[config.mk]
export PLATFORM = sky130hd
export DESIGN_NAME = download_buffer
export DESIGN_NICKNAME = d
export VERILOG_FILES = /design/src/rtl/download_buffer.sv
export SDC_FILE = /design/constraint.sdc
export NUM_CORES = 1
export LEC_CHECK = 0
export ABC_AREA = 1
export ABC_CLOCK_PERIOD_IN_PS = 5400
export CAP_MARGIN = 20
export CORE_ASPECT_RATIO = 1.75
export CORE_UTILIZATION = 34
export CTS_CLUSTER_SIZE = 30
export DETAILED_ROUTE_END_ITERATION = 10
export GPL_ROUTABILITY_DRIVEN = 0
export HOLD_SLACK_MARGIN = 0.08
export PLACE_DENSITY = 0.48
export SLEW_MARGIN = 20
export SYNTH_ARGS = -nofsm -noshare
export SYNTH_HDL_FRONTEND = slang
export SYNTH_SLANG_ARGS = --single-unit
[constraint.sdc]
create_clock -name clock -period 5.4 [get_ports clock]
set_clock_uncertainty 0.1 [all_clocks]
set_input_delay 0.54 -clock clock [delete_from_list [all_inputs] [get_ports clock]]
set_output_delay 0.54 -clock clock [all_outputs]
set_load 0.02 [all_outputs]
[src/rtl/download_buffer.sv]
// Elastic FIFO between the HPS ioctl download bus and the core's download port.
// Buffers address/data words, throttles the HPS with ioctl_wait, frames the stream downstream.
module download_buffer #(
  parameter int DEPTH       = 16,
  parameter int HIGH_WATER  = 12,
  parameter int ADDR_WIDTH  = 25,
  parameter int DATA_WIDTH  = 16,
  parameter int INDEX_WIDTH = 8
) (
  input  logic                   clock,
  input  logic                   reset,
  input  logic                   ioctl_download,
  input  logic                   ioctl_wr,
  input  logic [ADDR_WIDTH-1:0]  ioctl_addr,
  input  logic [DATA_WIDTH-1:0]  ioctl_dout,
  input  logic [INDEX_WIDTH-1:0] ioctl_index,
  output logic                   ioctl_wait,
  output logic                   out_cs,
  output logic [INDEX_WIDTH-1:0] out_index,
  output logic                   out_valid,
  input  logic                   out_ready,
  output logic [ADDR_WIDTH-1:0]  out_addr,
  output logic [DATA_WIDTH-1:0]  out_data,
  output logic                   out_done,
  output logic                   overflow
);

  localparam int PTR_W = $clog2(DEPTH);
  localparam int CNT_W = PTR_W + 1;

  typedef enum logic [1:0] {IDLE, ACTIVE, DRAIN} state_t;

  state_t           state, state_nxt;
  logic [ADDR_WIDTH-1:0] mem_addr [DEPTH];
  logic [DATA_WIDTH-1:0] mem_data [DEPTH];
  logic [PTR_W-1:0] wr_ptr, rd_ptr, rd_ptr_nxt;
  logic [CNT_W-1:0] count, count_nxt, count_after_pop;
  logic             download_p1;
  logic             rise, start, start_pending;
  logic             push_req, push, pop, drop, done_nxt;

  always_comb begin
    rise            = ioctl_download & ~download_p1;
    pop             = out_valid & out_ready;
    push_req        = ioctl_wr & ioctl_download & (state == ACTIVE);
    push            = push_req & ((count < CNT_W'(DEPTH)) | pop);
    drop            = push_req & ~push;
    start           = (state == IDLE) & (count == '0) & (rise | start_pending);
    count_after_pop = count - CNT_W'(pop);
    count_nxt       = count_after_pop + CNT_W'(push);
    rd_ptr_nxt      = rd_ptr + PTR_W'(pop);
  end

  always_comb begin
    state_nxt = state;
    done_nxt  = 1'b0;
    case (state)
      IDLE:    if (start) state_nxt = ACTIVE;
      ACTIVE:  if (!ioctl_download) state_nxt = DRAIN;
      DRAIN: begin
        // out_valid mirrors count!=0, so an empty FIFO cannot have a pop in flight
        if (count == '0) begin
          state_nxt = IDLE;
          done_nxt  = 1'b1;
        end
      end
      default: state_nxt = IDLE;
    endcase
  end

  // Edge detector samples through reset so a download already high is not seen as new
  always_ff @(posedge clock) begin
    download_p1 <= ioctl_download;
  end

  always_ff @(posedge clock) begin
    if (push) begin
      mem_addr[wr_ptr] <= ioctl_addr;
      mem_data[wr_ptr] <= ioctl_dout;
    end
  end

  always_ff @(posedge clock) begin
    if (reset) begin
      state         <= IDLE;
      wr_ptr        <= '0;
      rd_ptr        <= '0;
      count         <= '0;
      start_pending <= 1'b0;
      ioctl_wait    <= 1'b0;
      out_cs        <= 1'b0;
      out_index     <= '0;
      out_done      <= 1'b0;
      overflow      <= 1'b0;
      out_valid     <= 1'b0;
      out_addr      <= '0;
      out_data      <= '0;
    end else begin
      state  <= state_nxt;
      rd_ptr <= rd_ptr_nxt;
      count  <= count_nxt;
      if (push) wr_ptr <= wr_ptr + PTR_W'(1);

      if (start)     start_pending <= 1'b0;
      else if (rise) start_pending <= 1'b1;

      ioctl_wait <= (count >= CNT_W'(HIGH_WATER)) | start_pending;
      out_done   <= done_nxt;
      if (start) begin
        out_cs    <= 1'b1;
        out_index <= ioctl_index;
      end else if (done_nxt) begin
        out_cs <= 1'b0;
      end
      if (drop) overflow <= 1'b1;

      // First-word fall-through: a push into an otherwise empty FIFO bypasses memory
      out_valid <= (count_nxt != '0);
      if (count_nxt != '0) begin
        if (push && (count_after_pop == '0)) begin
          out_addr <= ioctl_addr;
          out_data <= ioctl_dout;
        end else begin
          out_addr <= mem_addr[rd_ptr_nxt];
          out_data <= mem_data[rd_ptr_nxt];
        end
      end
    end
  end

endmodule
After elaboration in Yosys (flattened, before gate mapping)
Memory sizes are Yosys's and may differ from the RTL's.
Cells that the tools add are included.
W data, S select, Z words.
- reductions and logical operators: 8
- order comparisons: 2
- equal/unequal tests: 5
- add/subtract/negate cells: 4
- muxes and demuxes: 12
- bitwise gates (word level): 13
- operators with widths (cell ; number):
    $mux W25 ; 1
    $mux W16 ; 1
    $logic_not A5 Y1 ; 2
    $and A1 B1 Y1 ; 8
    $mux W1 ; 6
    $mux W2 ; 3
    $ne A2 B2 Y1 const B ; 3
    $pmux W2 S3 ; 1
    $add A5 B1 Y5 ; 1
    $ge A5 B4 Y1 const B ; 1
    $lt A5 B5 Y1 const B ; 1
    $reduce_bool A5 Y1 ; 1
    $sub A5 B1 Y5 ; 1
    $add A4 B1 Y4 ; 1
    $add A4 B1 Y4 const B ; 1
    $or A1 B1 Y1 ; 3
    $reduce_and A3 Y1 ; 1
    $eq A2 B1 Y1 const B ; 1
    $eq A2 B2 Y1 const B ; 1
    $logic_not A2 Y1 ; 1
    $not A1 Y1 ; 2
    $reduce_bool A2 Y1 ; 1
    $reduce_or A2 Y1 ; 1
    $logic_and A1 B1 Y1 ; 1
- bits of input ports: 54
- output and inout port bits: 54
- RAM bits: 656
- memories: 2
- logic and storage cells: 60
- register bits after elaboration: 71
- memories (name ; depth ; bits a word ; read ports ; clocked after memory_dff ; write ports ; RTL line ; text):
    mem_addr ; 16 ; 25 ; 1 ; 0 ; 1 ; 34 ; logic [ADDR_WIDTH-1:0] mem_addr [DEPTH];
    mem_data ; 16 ; 16 ; 1 ; 0 ; 1 ; 35 ; logic [DATA_WIDTH-1:0] mem_data [DEPTH];

Depth between registers and ports, before layout
- depth in word-level cells: 6
- mapped depth: 16
- depth with buffers taken out: 15

Least setup slack after synthesis
Ideal clock, no wire load.
- path kind: input port to flip-flop
- from: input port out_ready
- to: memory mem_addr[11][0], enable pin
- setup time: 439 ps
- path slack: 1768 ps
- path buffers: 0
- cell stages on the path: 8
- data arrival time: 3093 ps
- data required time: 4861 ps
- path through: nand2_1 > inv_2 > nor2_1 > nor3_4 > inv_1 > nor2_1 > nand2_1 > nor2_1
- word-level cells in the longest chain between the ends: 5
- RTL lines (what ; RTL line ; text):
    start, declared ; 21 ; input logic out_ready,
    $and A1 B1 Y1 ; 44 ; pop = out_valid & out_ready;
    $or A1 B1 Y1 ; 46 ; push = push_req & ((count < CNT_W'(DEPTH)) | pop);
    $and A1 B1 Y1 ; 46 ;
    net push ; 40 ; logic push_req, push, pop, drop, done_nxt;
    $mux W1 ; 77 ; if (push) begin
    $mux W1 (not written as such) ; 78 ; mem_addr[wr_ptr] <= ioctl_addr;
    end, declared ; 34 ;
The timed path passes the listed nets, and every way through them passes these cells.

Worst setup path in the final report
- from: register out_valid
- to: register out_data[1]
- word-level cells in the longest chain between the ends: 5
- elaborated cells on any way between the ends: 11
- those cells by class: add/sub: 3; mux: 1; bitwise: 3; reduce/logical: 3; memory: 1
- RTL lines (what ; RTL line ; text):
    start, declared ; 20 ; output logic out_valid,
    start signal, assigned ; 118 ; out_valid <= (count_nxt != '0);
    $and A1 B1 Y1 (*) ; 44 ;
    $or A1 B1 Y1 (*) ; 46 ;
    $and A1 B1 Y1 (*) ; 46 ;
    net push ; 40 ;
    $add A5 B1 Y5 / $logic_and A1 B1 Y1 (equally long branches) ; 50, 120 ;
    $reduce_bool A5 Y1 / $mux W16 (equally long branches) ; 119, 120 ;
    end signal, assigned ; 122 ; out_data <= ioctl_dout;
    end signal, assigned ; 125 ; out_data <= mem_data[rd_ptr_nxt];
    end, declared ; 23 ; output logic [DATA_WIDTH-1:0] out_data,
Mark *: on every way through the listed nets, which the timed path passes. The rest lies on a longest branch.
A chain may end at the register's enable or synchronous reset.

==> flow_summary.toml <==
[power]
p_leak_nw = 13.9
ir_worst_vdd_mv = 0.498
switching_power_w = 0.00498
p_clk_share_pct = 31.6
internal-power_w = 0.0103
p_seq_share_pct = 42.7
power.density_nw_per_um2 = 421
p_sw_share_pct = 32.6
combPwrFrac_pct = 25.7

[critical_path]
worst_ep_arrival_time_ps = 4200
crit_top_cell = "nand2_1"
cp_top_family = "simple AND/OR/NAND/NOR gates"
critPathCaptureType = "register"
worstPathRequired_ps = 5860
reg2reg_to = "out_data[1]"
path_cells = "nand2_1, inv_2, nor2_1, nor3_4, ha_1, ha_1, inv_1, nand2_1, nand2_1, nor2_1, nand2_1, nor2_4, buf_4, inv_4, a21oi_1"
path_class = "reg2reg"
crit_path_start_kind = "register"
max_stage_delay_ps = 550
worst-path-buf-inv = 4
crit_start = "out_valid"
worstReg2RegStart = "out_valid"
r2r_cells = 15
crit_slowest_cell = "dfxtp_1"
cp_max_fo = 27
reg2reg_slack_ps = 1660

[logic_synthesis]
async_reset_ff_share_pct = 0
synthesis.area_sq_um = 31600
synth_nets = 2990
ys_ff_latch = 727
yosysWarningCount = 0
synth_flop_cell = "edfxtp_1"
synth_cell_type_count = 35
synth_edf_count = 656
ys_seq_area_share_pct = 66.8
synth_area_per_cell_sq_um = 10.8
syn_inst = 2928

[die]
coreArea_sq_um = 92000
die_width_um = 232
start_util_pct = 34.4
num_rows = 147
top_level_ports = 108
fp.dieH_um = 405
die_area_sq_um = 94200

[sta]
fin_crit_sh_pct = 69.3
grt_setup_unrepaired = "false"
fin_setup_tns_ps = 0
setup_viol = 0
period_minus_slack_ps = 3740
drv_slew = 0
fmax_mhz = 267
slew-limit-headroom_pct = 19.2
max_slew.worst_pin.slew_ps = 1210
hold_viol_final = 0

[outcome]
status = "finished clean"

[clock_network]
clock_latency_ps = 650
cts_tree = "done"
cts_root_buf = "clkbuf_16"
post_cts_buffers = 0
postCtsHoldBufs = 0
post_cts_resized = 0
clk_pin_slew_ps = 70
cts_made_buffers = 69
cts_sinks = 727
cts.path.max_buffers = 3
htree_levels = 3

[routing]
initialDrtViolationCount = 1403
vias = 21376
routed_wl_mm = 93.4
viasPerCell = 5.08
drtAntennaViolNets = 0
drc = 0
drtPass1Iterations = 6
routedWlPerCell_um = 22.2

[placement]
place_hpwl_mm = 45.9
placed_area_sq_um = 34200
port_buffers = 107

[global_route]
grt_start_max_net_pins = 205
antenna_found_initial = 3
grt-ovfl-total = 0
grt_first_pass_wirelength_mm = 140
grt_usage_pct = 20.1
grt_pass1_vias = 21695

[min_path]
holdPathStages = 1
hp-start = "ioctl_download"
hold-path-endpoint = "download_p1"
hp-class = "in2reg"

[finish]
syn2layout_area_growth_pct = 14.9
stdcell_area_sq_um = 36300
nFillCells = 8875
layout.nets = 3031
drive_above_1_share_pct = 6.60

[job]
cap_violations = 0
## cells by family (layout without fill, tap and decap cells)
logic type / Yosys count / after routing / synth area share, %
compound gates: 99 / 99 / 2.06
other cells: 0 / 1 / 0
flops: 727 / 727 / 66.8
xor+xnor: 4 / 4 / 0.158
buf+inv: 585 / 674 / 7.28
simple gates: 1505 / 1505 / 23.4
fa+ha+maj: 8 / 8 / 0.317
## synth_stat cells (5+ instances only)
master,count,area (sq um)
ha_1,8,100
inv_1,395,1480
or2_0,24,150
buf_2,47,235
a21oi_1,31,155
or2_1,7,43.8
buf_6,5,56.3
buf_1,28,105
o21ai_0,16,80.1
nand3_1,581,2910
nand3b_1,222,1670
a21oi_2,20,175
nand2_1,583,2190
nor2_1,72,270
edfxtp_1,656,19700
clkbuf_1,99,372
inv_2,5,18.8
dfxtp_1,71,1420
o211ai_1,32,240
## per-stage QoR
step / hold slack, ps / util [%] / std cells / power (W) / setup WS, ps
floorplan: 363 / - / 2928 / 0.00923 / 1770
global placement: 356 / 37.1 / 4090 / 0.0105 / 1270
detailed placement: 359 / 37.1 / 4090 / 0.0106 / 1150
CTS: 282 / 39.5 / 4209 / 0.0155 / 1690
global route: 308 / 39.5 / 4210 / 0.0160 / 1510
finish: 332 / 39.5 / 4210 / 0.0153 / 1660
## how the worst max path moves through the flow
stage                                 end  slack [ps]  depth (start not counted)
after global routing          out_data[3]        1510                         15
after detailed placement      out_data[1]        1150                         16
final                         out_data[1]        1660                         15
after floorplan           mem_addr[11][0]        1770                          8
after CTS                    out_addr[21]        1690                         15
after global placement        out_data[0]        1270                         15
## placed cells by master, fill, tap and decap left out, types with 13 or more instances in the layout
master	n
buf_12	20
a21oi_1	31
buf_4	23
a21oi_2	20
nand3b_1	222
o21ai_0	16
dfxtp_1	71
nand2_1	582
nor2_4	19
clkinv_2	13
clkbuf_1	22
inv_1	395
clkdlybuf4s50_1	107
o211ai_1	32
edfxtp_1	656
clkbuf_16	71
nand3_1	581
or2_0	24
nor2_1	56
## cell type report
class	count	area, sq um	share of cell area, %
multi-input cells	1616	8370	23.0
flip-flops and latches	727	21100	58.1
repair buffers	151	1660	4.56
clock buffers	95	1890	5.19
diodes	1	2.50	0.00689
inverters	404	1530	4.21
clock inverters	24	268	0.737
well taps	1192	1490	4.11
## flip-flops by register name, indices dropped and copies added, names as in the netlist, 2 cells and up
signal	count
count	5
mem_addr	400
mem_data	256
out_addr	25
out_data	16
out_index	8
rd_ptr	4
state	2
wr_ptr	4
## metal layers
| metal | part of all wire, % | GRT usage [%] | up-vias |
|---|---|---|---|
| met2 | 52 | 36.2 | 533 |
| met5 | 0.012 | 0 | - |
| met1 | 41 | 24.1 | 10718 |
| met3 | 4.0 | 2.77 | 154 |
| li1 | - | - | 9969 |
| met4 | 2.9 | 7.61 | 2 |
## power groups by stage
stage          registers [W]  logic [W]  clock network [W]
3_3_place_gp         0.00665    0.00388                  0
6_report             0.00652    0.00393            0.00483
4_1_cts              0.00653    0.00397            0.00497
2_1_floorplan        0.00674    0.00249                  0
5_1_grt              0.00654    0.00435            0.00515
3_5_place_dp         0.00665    0.00395                  0
Note: power is estimated with default switching activity, not from simulation.
